[src/rtl/sync_mc_fifo_pkg.sv]
// Shared definitions for the multi-channel synchronous FIFO.
// Contents: derived-width helpers, the per-channel packed-slice helper and
// the rd_data mode encodings. No ports.
package sync_mc_fifo_pkg;

  localparam int unsigned RD_COMB = 0;
  localparam int unsigned RD_REG  = 1;

  // Channel index width, never narrower than 1 bit.
  function automatic int unsigned calc_ch_w(input int unsigned num_ch);
    return (num_ch <= 1) ? 1 : $clog2(num_ch);
  endfunction

  // Pointer/address width for a given depth, never narrower than 1 bit.
  function automatic int unsigned calc_aw(input int unsigned depth);
    return (depth <= 1) ? 1 : $clog2(depth);
  endfunction

  // Occupancy width: must represent 0..depth inclusive.
  function automatic int unsigned calc_cw(input int unsigned depth);
    return $clog2(depth + 1);
  endfunction

  // LSB of channel c inside a packed per-channel vector of w-bit fields.
  function automatic int unsigned ch_lsb(input int unsigned c, input int unsigned w);
    return c * w;
  endfunction

endpackage

[src/rtl/sync_mc_fifo_ch.sv]
// One channel's bookkeeping for sync_mc_fifo: read/write pointers, occupancy,
// status decode, sticky overflow/underflow and the optional high-water mark.
// Ports:
//   clk, rst          clock / asynchronous active-high reset
//   wr_ok_c, rd_ok_c  accepted write / read on this channel
//   wr_try_c, rd_try_c  write / read requested on this channel (legal index)
//   flag_clr          clear sticky flags (and watermark)
//   wr_ptr, rd_ptr    channel-local storage pointers
//   cnt               occupancy 0..CH_DEPTH
//   full, empty, almost_full, almost_empty  status
//   watermark         max cnt since reset/flag_clr (SYNC_MC_FIFO_WATERMARK_EN)
//   overflow, underflow  sticky error flags
module sync_mc_fifo_ch
  import sync_mc_fifo_pkg::*;
#(
  parameter int unsigned CH_DEPTH   = 6,
  parameter int unsigned AFULL_LVL  = CH_DEPTH - 1,
  parameter int unsigned AEMPTY_LVL = 1
) (
  input  logic                           clk,
  input  logic                           rst,
  input  logic                           wr_ok_c,
  input  logic                           rd_ok_c,
  input  logic                           wr_try_c,
  input  logic                           rd_try_c,
  input  logic                           flag_clr,
  output logic [calc_aw(CH_DEPTH)-1:0]   wr_ptr,
  output logic [calc_aw(CH_DEPTH)-1:0]   rd_ptr,
  output logic [calc_cw(CH_DEPTH)-1:0]   cnt,
  output logic                           full,
  output logic                           empty,
  output logic                           almost_full,
  output logic                           almost_empty,
`ifdef SYNC_MC_FIFO_WATERMARK_EN
  output logic [calc_cw(CH_DEPTH)-1:0]   watermark,
`endif
  output logic                           overflow,
  output logic                           underflow
);

  localparam int unsigned AW = calc_aw(CH_DEPTH);
  localparam int unsigned CW = calc_cw(CH_DEPTH);
  localparam logic [CW-1:0] DEPTH_C = CW'(CH_DEPTH);
  localparam logic [CW-1:0] AF_C    = CW'(AFULL_LVL);
  localparam logic [CW-1:0] AE_C    = CW'(AEMPTY_LVL);
  localparam logic [AW-1:0] LAST_C  = AW'(CH_DEPTH - 1);

  logic [CW-1:0] cnt_next;

  always_comb begin
    cnt_next = cnt;
    if (wr_ok_c && !rd_ok_c)
      cnt_next = cnt + 1'b1;
    else if (rd_ok_c && !wr_ok_c)
      cnt_next = cnt - 1'b1;
  end

  assign full         = (cnt == DEPTH_C);
  assign empty        = (cnt == '0);
  assign almost_full  = (cnt >= AF_C);
  assign almost_empty = (cnt <= AE_C);

  always_ff @(posedge clk or posedge rst) begin
    if (rst) begin
      wr_ptr    <= '0;
      rd_ptr    <= '0;
      cnt       <= '0;
      overflow  <= 1'b0;
      underflow <= 1'b0;
    end else begin
      // Explicit wrap compare: depth need not be a power of two.
      if (wr_ok_c) wr_ptr <= (wr_ptr == LAST_C) ? '0 : wr_ptr + 1'b1;
      if (rd_ok_c) rd_ptr <= (rd_ptr == LAST_C) ? '0 : rd_ptr + 1'b1;
      cnt <= cnt_next;
      // A new error in the clearing cycle still sets the flag.
      overflow  <= (overflow  & ~flag_clr) | (wr_try_c & full);
      underflow <= (underflow & ~flag_clr) | (rd_try_c & empty);
    end
  end

`ifdef SYNC_MC_FIFO_WATERMARK_EN
  always_ff @(posedge clk or posedge rst) begin
    if (rst)
      watermark <= '0;
    else if (flag_clr)
      // Restart from the current level, keeping a rise in the same cycle.
      watermark <= (cnt_next > cnt) ? cnt_next : cnt;
    else if (cnt_next > watermark)
      watermark <= cnt_next;
  end
`endif

endmodule

[src/rtl/sync_mc_fifo.sv]
// Multi-channel synchronous FIFO: NUM_CH independent queues statically
// partitioned in one storage array, one write and one read port steered by
// channel index. Optional per-channel high-water mark under the macro
// SYNC_MC_FIFO_WATERMARK_EN.
// Ports:
//   clk, rst                 clock / asynchronous active-high reset
//   wr_en, wr_ch, wr_data    write request, channel, data
//   rd_en, rd_ch             read request, channel
//   rd_data, rd_valid        read data and qualifier (comb or registered)
//   flag_clr                 clear sticky flags and watermarks
//   full, empty, almost_full, almost_empty  per-channel status
//   cnt                      per-channel occupancy, channel c at [c*CW +: CW]
//   watermark                per-channel max occupancy (macro only)
//   overflow, underflow      per-channel sticky errors
//   ch_err                   sticky illegal-channel error
module sync_mc_fifo
  import sync_mc_fifo_pkg::*;
#(
  parameter int unsigned DATA_WIDTH = 8,
  parameter int unsigned NUM_CH     = 4,
  parameter int unsigned CH_DEPTH   = 6,
  parameter int unsigned AFULL_LVL  = CH_DEPTH - 1,
  parameter int unsigned AEMPTY_LVL = 1,
  parameter int unsigned RDATA_MODE = RD_COMB
) (
  input  logic                                  clk,
  input  logic                                  rst,
  input  logic                                  wr_en,
  input  logic [calc_ch_w(NUM_CH)-1:0]          wr_ch,
  input  logic [DATA_WIDTH-1:0]                 wr_data,
  input  logic                                  rd_en,
  input  logic [calc_ch_w(NUM_CH)-1:0]          rd_ch,
  output logic [DATA_WIDTH-1:0]                 rd_data,
  output logic                                  rd_valid,
  input  logic                                  flag_clr,
  output logic [NUM_CH-1:0]                     full,
  output logic [NUM_CH-1:0]                     empty,
  output logic [NUM_CH-1:0]                     almost_full,
  output logic [NUM_CH-1:0]                     almost_empty,
  output logic [NUM_CH*calc_cw(CH_DEPTH)-1:0]   cnt,
  output logic [NUM_CH-1:0]                     overflow,
  output logic [NUM_CH-1:0]                     underflow,
`ifdef SYNC_MC_FIFO_WATERMARK_EN
  output logic [NUM_CH*calc_cw(CH_DEPTH)-1:0]   watermark,
`endif
  output logic                                  ch_err
);

  localparam int unsigned CH_W  = calc_ch_w(NUM_CH);
  localparam int unsigned AW    = calc_aw(CH_DEPTH);
  localparam int unsigned CW    = calc_cw(CH_DEPTH);
  localparam int unsigned MEM_N = NUM_CH * CH_DEPTH;
  localparam int unsigned MA_W  = calc_aw(MEM_N);

  logic [DATA_WIDTH-1:0] mem [MEM_N];
  logic [AW-1:0]         wr_ptr_a [NUM_CH];
  logic [AW-1:0]         rd_ptr_a [NUM_CH];
  logic [NUM_CH-1:0]     wr_sel, rd_sel;
  logic [AW-1:0]         wr_ptr_s, rd_ptr_s;
  logic                  full_s, empty_s;
  logic                  wr_legal, rd_legal, wr_ok, rd_ok;
  logic [MA_W-1:0]       wr_addr, rd_addr;

  // One-hot channel decode; an index >= NUM_CH matches nothing, which is
  // exactly the illegal-channel condition.
  always_comb begin
    wr_sel   = '0;
    rd_sel   = '0;
    wr_ptr_s = '0;
    rd_ptr_s = '0;
    full_s   = 1'b0;
    empty_s  = 1'b0;
    for (int unsigned c = 0; c < NUM_CH; c++) begin
      if (wr_ch == CH_W'(c)) begin
        wr_sel[c] = 1'b1;
        wr_ptr_s  = wr_ptr_a[c];
        full_s    = full[c];
      end
      if (rd_ch == CH_W'(c)) begin
        rd_sel[c] = 1'b1;
        rd_ptr_s  = rd_ptr_a[c];
        empty_s   = empty[c];
      end
    end
    wr_legal = |wr_sel;
    rd_legal = |rd_sel;
    wr_ok    = wr_en & wr_legal & ~full_s;
    rd_ok    = rd_en & rd_legal & ~empty_s;
    wr_addr  = MA_W'(32'(wr_ch) * CH_DEPTH + 32'(wr_ptr_s));
    rd_addr  = MA_W'(32'(rd_ch) * CH_DEPTH + 32'(rd_ptr_s));
  end

  always_ff @(posedge clk) begin
    if (wr_ok) mem[wr_addr] <= wr_data;
  end

  always_ff @(posedge clk or posedge rst) begin
    if (rst)
      ch_err <= 1'b0;
    else
      ch_err <= (ch_err & ~flag_clr) | (wr_en & ~wr_legal) | (rd_en & ~rd_legal);
  end

  for (genvar c = 0; c < NUM_CH; c++) begin : g_ch
    sync_mc_fifo_ch #(
      .CH_DEPTH   (CH_DEPTH),
      .AFULL_LVL  (AFULL_LVL),
      .AEMPTY_LVL (AEMPTY_LVL)
    ) u_ch (
      .clk          (clk),
      .rst          (rst),
      .wr_ok_c      (wr_ok & wr_sel[c]),
      .rd_ok_c      (rd_ok & rd_sel[c]),
      .wr_try_c     (wr_en & wr_sel[c]),
      .rd_try_c     (rd_en & rd_sel[c]),
      .flag_clr     (flag_clr),
      .wr_ptr       (wr_ptr_a[c]),
      .rd_ptr       (rd_ptr_a[c]),
      .cnt          (cnt[ch_lsb(c, CW) +: CW]),
      .full         (full[c]),
      .empty        (empty[c]),
      .almost_full  (almost_full[c]),
      .almost_empty (almost_empty[c]),
`ifdef SYNC_MC_FIFO_WATERMARK_EN
      .watermark    (watermark[ch_lsb(c, CW) +: CW]),
`endif
      .overflow     (overflow[c]),
      .underflow    (underflow[c])
    );
  end

  if (RDATA_MODE == RD_REG) begin : g_rd_reg
    always_ff @(posedge clk or posedge rst) begin
      if (rst) begin
        rd_data  <= '0;
        rd_valid <= 1'b0;
      end else begin
        rd_valid <= rd_ok;
        if (rd_ok) rd_data <= mem[rd_addr];
      end
    end
  end else begin : g_rd_comb
    always_comb begin
      rd_data  = mem[rd_addr];
      rd_valid = rd_legal & ~empty_s;
    end
  end

endmodule

[config.mk]
export PLATFORM = sky130hd
export DESIGN_NAME = sync_mc_fifo
export DESIGN_NICKNAME = d
export VERILOG_FILES = /design/src/rtl/sync_mc_fifo_pkg.sv /design/src/rtl/sync_mc_fifo_ch.sv /design/src/rtl/sync_mc_fifo.sv
export SDC_FILE = /design/constraint.sdc
export NUM_CORES = 1
export LEC_CHECK = 0
export ABC_AREA = 1
export CAP_MARGIN = 10
export CORE_ASPECT_RATIO = 1.4
export CORE_MARGIN = 1
export CORE_UTILIZATION = 55
export DETAILED_ROUTE_END_ITERATION = 6
export GPL_TIMING_DRIVEN = 0
export PLACE_DENSITY = 0.74
export SLEW_MARGIN = 20
export SYNTH_ARGS = -nofsm -noshare
export SYNTH_HDL_FRONTEND = slang
export SYNTH_HIERARCHICAL = 1
export SYNTH_SLANG_ARGS = --single-unit
[constraint.sdc]
create_clock -name clk -period 3.5 [get_ports clk]
set_input_delay 0.525 -clock clk [delete_from_list [all_inputs] [get_ports clk]]
set_output_delay 0.525 -clock clk [all_outputs]
set_load 0.05 [all_outputs]
==> impl_results.html <==
<table>
<tr><th>Metric</th><th>Value</th></tr>
<tr><th colspan="2">Run status</th></tr>
<tr><td>Result of the run</td><td>finished, violations left</td></tr>
<tr><td>Failing checks</td><td>negative setup slack</td></tr>
<tr><th colspan="2">Min path</th></tr>
<tr><td>Worst hold path type</td><td>in -&gt; async</td></tr>
<tr><th colspan="2">Clock network</th></tr>
<tr><td>TritonCTS buffer count</td><td>22</td></tr>
<tr><td>Sinks on the clock net</td><td>237</td></tr>
<tr><td>Buffer cell driving the clock tree root</td><td>sky130_fd_sc_hd__clkbuf_16</td></tr>
<tr><td>H-tree level count</td><td>1</td></tr>
<tr><td>Worst-case clock buffer depth</td><td>3</td></tr>
<tr><td>Clock tree from TritonCTS</td><td>built</td></tr>
<tr><td>Clock-pin transition on the worst setup and hold timing paths</td><td>70 ps</td></tr>
<tr><td>Skew-Pair Late Insertion Delay</td><td>510 ps</td></tr>
<tr><td>Hold-fix buffers, CTS</td><td>0</td></tr>
<tr><th colspan="2">Worst setup path</th></tr>
<tr><td>CP top delay family</td><td>adder cells</td></tr>
<tr><td>Largest fanout of any net on the critical path</td><td>6</td></tr>
<tr><td>Buffer and inverter count on the worst path</td><td>9</td></tr>
<tr><td>CP Capture Type</td><td>output pin</td></tr>
<tr><td>Launching element type of the critical path</td><td>input port</td></tr>
<tr><td>Ordered list of cells on the worst path</td><td>buf_12, inv_6, ha_4, inv_4, nand3_2, nand2_2, o21ai_2, a21oi_2, ha_2, inv_2, fa_2, buf_6, clkbuf_16, buf_12, buf_12, o211ai_1, nand3_1, nand2_2, buf_8</td></tr>
<tr><td>Critical path required time</td><td>2970 ps</td></tr>
<tr><td>Start of the worst register-to-register path</td><td>g_ch[1].u_ch/cnt[0]$_DFFE_PP0P_</td></tr>
<tr><td>Reg-to-reg setup timing slack</td><td>730 ps</td></tr>
<tr><td>Class of the most critical setup path</td><td>in -&gt; out</td></tr>
<tr><td>Slowest cell on crit path</td><td>sky130_fd_sc_hd__fa_2</td></tr>
<tr><td>Most common cell type on the critical path</td><td>sky130_fd_sc_hd__buf_12</td></tr>
<tr><td>Data arrival, critical path</td><td>3020 ps</td></tr>
<tr><td>CP max stage delay</td><td>630 ps</td></tr>
<tr><td>Capture instance of the worst register-to-register path</td><td>mem[4][6]$_DFFE_PP_</td></tr>
<tr><td>Logic depth of the worst register-to-register path</td><td>11</td></tr>
<tr><th colspan="2">Layout</th></tr>
<tr><td>Fin cells</td><td>1532</td></tr>
<tr><td>Proportion of layout cells with a drive suffix above 1</td><td>17.2%</td></tr>
<tr><td>Post-route core utilization</td><td>69.0%</td></tr>
<tr><td>Layout Area Growth over Synthesis</td><td>23.2%</td></tr>
<tr><td>Net count of the finished layout</td><td>1317</td></tr>
<tr><td>Diodes inserted</td><td>0</td></tr>
<tr><th colspan="2">Synthesis</th></tr>
<tr><td>Number of nets in the synthesized netlist</td><td>1206</td></tr>
<tr><td>Syn Std Cell Area</td><td>11400 um2</td></tr>
<tr><td>Area share of the largest cell type after synthesis</td><td>50.5%</td></tr>
<tr><td>Total of flip-flops plus latches after synthesis</td><td>237</td></tr>
<tr><td>Syn Inst Count</td><td>1149</td></tr>
<tr><td>Proportion of synthesized chip area in sequential cells</td><td>60.3%</td></tr>
<tr><td>Synth area leaders</td><td>sky130_fd_sc_hd__edfxtp_1 (50%), sky130_fd_sc_hd__dfrtp_1 (9.9%), sky130_fd_sc_hd__nand3_1 (7.4%)</td></tr>
<tr><td>Top cell type by total area after synthesis</td><td>sky130_fd_sc_hd__edfxtp_1</td></tr>
<tr><td>Mean cell area of the mapped netlist</td><td>9.94 um2</td></tr>
<tr><td>Count of distinct cell types in the synthesized netlist</td><td>31</td></tr>
<tr><td>Warning count from the yosys run</td><td>6</td></tr>
<tr><th colspan="2">STA</th></tr>
<tr><td>Clock Skew</td><td>14.9 ps</td></tr>
<tr><td>Total setup violations reported at the end of the flow</td><td>5</td></tr>
<tr><td>Peak clock frequency supported by timing</td><td>282 MHz</td></tr>
<tr><td>Number of failing hold endpoints at the final stage</td><td>0</td></tr>
<tr><td>Number of slew-limit violations in the final report</td><td>0</td></tr>
<tr><td>Ratio of final minimum period to clock period</td><td>101%</td></tr>
<tr><td>Min setup slack post-route</td><td>-49.2 ps</td></tr>
<tr><td>Setup repair after global routing missed its margin</td><td>true</td></tr>
<tr><td>Worst hold margin</td><td>250 ps</td></tr>
<tr><td>Setup TNS</td><td>-141 ps</td></tr>
<tr><td>Max-slew headroom</td><td>20.3%</td></tr>
<tr><td>Min Tclk post-route</td><td>3550 ps</td></tr>
<tr><td>Transition time at the pin with the least slew margin</td><td>1190 ps</td></tr>
<tr><th colspan="2">Routing</th></tr>
<tr><td>Post-detailed-route DRC marker count</td><td>0</td></tr>
<tr><td>First-iteration detailed-routing DRC count</td><td>587</td></tr>
<tr><td>Vias per Instance</td><td>5.51</td></tr>
<tr><td>Total number of vias</td><td>8439</td></tr>
<tr><td>Drt total wl</td><td>29100 um</td></tr>
<tr><td>Number of routed nets with antenna violations</td><td>0</td></tr>
<tr><td>Pre-Repair DR Iteration Count</td><td>7</td></tr>
<tr><td>Wire per inst</td><td>19.0 um</td></tr>
<tr><th colspan="2">Flow run</th></tr>
<tr><td>Maximum capacitance violations</td><td>0</td></tr>
<tr><th colspan="2">Floorplan</th></tr>
<tr><td>DIE HEIGHT</td><td>173 um</td></tr>
<tr><td>Number of primary I/O pins</td><td>63</td></tr>
<tr><td>Starting utilization of the core area</td><td>56.0%</td></tr>
<tr><td>Die Outline Area</td><td>21400 um2</td></tr>
<tr><td>Die span in x</td><td>124 um</td></tr>
<tr><td>Core Area</td><td>20400 um2</td></tr>
<tr><td>Cell Rows</td><td>62</td></tr>
<tr><th colspan="2">Power and ir drop</th></tr>
<tr><td>Maximum vdd ir drop</td><td>0.000720 V</td></tr>
<tr><td>Overall Power</td><td>10.7 mW</td></tr>
<tr><td>Leakage Power</td><td>5.97 nW</td></tr>
<tr><td>Power per unit of standard cell area</td><td>760 nW/um2</td></tr>
<tr><th colspan="2">Global route</th></tr>
<tr><td>Largest net degree at the start of global routing</td><td>25</td></tr>
<tr><td>Total overflow reported by the global router</td><td>0</td></tr>
<tr><td>Number of antenna violations at the first check in global routing</td><td>0</td></tr>
<tr><td>Total Routing Usage GR</td><td>28.3%</td></tr>
<tr><td>Via count of the first global-routing pass</td><td>8513</td></tr>
<tr><td>First-pass GRT wire length</td><td>45400 um</td></tr>
<tr><th colspan="2">Placed design</th></tr>
<tr><td>Total instance count after detailed placement</td><td>1467</td></tr>
<tr><td>Port Buf Inserts</td><td>62</td></tr>
<tr><td>Weighted congestion at the end of routability-driven global placement</td><td>0.898</td></tr>
<tr><td>HPWL after DPL</td><td>19000 um</td></tr>
</table>
-- Yosys cell counts --
cell	n
sky130_fd_sc_hd__dfrtp_1	45
sky130_fd_sc_hd__inv_1	217
sky130_fd_sc_hd__buf_2	15
sky130_fd_sc_hd__o21ai_0	45
sky130_fd_sc_hd__or2_4	1
sky130_fd_sc_hd__nor2_1	95
sky130_fd_sc_hd__a31oi_1	2
sky130_fd_sc_hd__nor4_1	1
sky130_fd_sc_hd__nand2_4	1
sky130_fd_sc_hd__o221ai_1	1
sky130_fd_sc_hd__nand4_1	1
sky130_fd_sc_hd__ha_1	38
sky130_fd_sc_hd__nand2_2	1
sky130_fd_sc_hd__nand3_1	169
sky130_fd_sc_hd__edfxtp_1	192
sky130_fd_sc_hd__clkbuf_1	13
sky130_fd_sc_hd__nand3b_1	32
sky130_fd_sc_hd__nor2_2	4
sky130_fd_sc_hd__xor2_1	16
sky130_fd_sc_hd__buf_6	5
sky130_fd_sc_hd__fa_1	2
sky130_fd_sc_hd__buf_4	8
sky130_fd_sc_hd__o22ai_1	2
sky130_fd_sc_hd__o211ai_1	12
sky130_fd_sc_hd__inv_2	2
sky130_fd_sc_hd__buf_1	2
sky130_fd_sc_hd__o21ai_1	10
sky130_fd_sc_hd__a21oi_1	51
sky130_fd_sc_hd__nand2_1	161
sky130_fd_sc_hd__xnor2_1	4
sky130_fd_sc_hd__a22oi_1	1
-- registers in the layout, indices dropped and copies added, names as in the netlist --
signal               count
mem                    192
ch_err                   1
g_ch.u_ch/cnt           12
g_ch.u_ch/wr_ptr        12
g_ch.u_ch/overflow       4
g_ch.u_ch/underflow      4
g_ch.u_ch/rd_ptr        12
-- report_power, final --
part	internal (mW)	leakage [nW]	total [mW]	switching (mW)
combinational	1.63	3.35	4.63	3.00
sequential	3.33	2.26	3.58	0.249
clock	1.43	0.359	2.48	1.05
-- layout by cell type, fill, tap and decap left out, drive strengths merged, types with 3 or more instances in the layout --
cell           synthesis  final
nand3                169    169
clkdlybuf4s50          0     48
nand3b                32     32
edfxtp               192    192
dfrtp                 45     45
nor2                  99     99
a21oi                 51     51
o21ai                 55     55
clkinvlp               0      3
buf                   30     69
xnor2                  4      4
bufinv                 0      3
ha                    38     38
xor2                  16     16
o211ai                12     12
inv                  219    220
nand2                163    163
clkinv                 0      7
clkbuf                13     38
-- per-layer routing --
layer | wire length (um) | track usage, % | vias to the layer above
met5 | 0 | 0 | -
met1 | 10900 | 34.9 | 4002
met3 | 1860 | 2.97 | 91
met4 | 1540 | 14.5 | 0
li1 | - | - | 4009
met2 | 14800 | 48.4 | 337
-- area by class of cell --
class	count	area (um2)
inverter	219	840
clock buffer	26	587
multi-input combinational	650	3970
timing repair buffer	88	973
buffer	42	330
tap	256	320
clock inverter	14	155
sequential	237	6890
fill	1443	6330
-- cells by family after synthesis --
group                    synth area share, %
AO/OA/AOI/OAI                           5.79
XOR/XNOR                                1.53
flip-flops                              60.3
buffers and inverters                   9.36
adder cells (fa/ha/maj)                 4.51
AND/OR/NAND/NOR                         18.5
-- worst reg2reg max path, delay by kind of cell (launching register included) --
| family | cells | cell delay (ps) |
|---|---|---|
| simple gates | 6 | 1360 |
| flops | 1 | 420 |
| compound gates | 2 | 250 |
| buf+inv | 2 | 200 |
| fa+ha+maj | 1 | 200 |
-- metrics by stage --
stage               cell area [um2]  setup slack (ps)
floorplan                     11400              37.8
global placement              12400             -2000
detailed placement            12400             -2080
CTS                           13700              -198
global route                  14100              -167
finish                        14100             -49.2
-- what timing repair did --
item	4_1_cts	5_1_grt
pin swaps	25	22
setup endpoints to repair	128	201
setup buffers	14	10
gates resized for setup	185	61
cloned	2	0
-- worst max path at each step --
stage / start / to / depth (start not counted)
final: rd_ch[1] / rd_data[2] / 19
after global routing: rd_ch[1] / rd_data[1] / 19
after CTS: wr_ch[1] / mem[4][6]$_DFFE_PP_ / 15
after detailed placement: rd_ch[1] / rd_data[6] / 20
after global placement: rd_ch[1] / rd_data[6] / 20
after floorplan: rd_ch[1] / rd_data[0] / 18
Power figures use the tool's default switching activity.
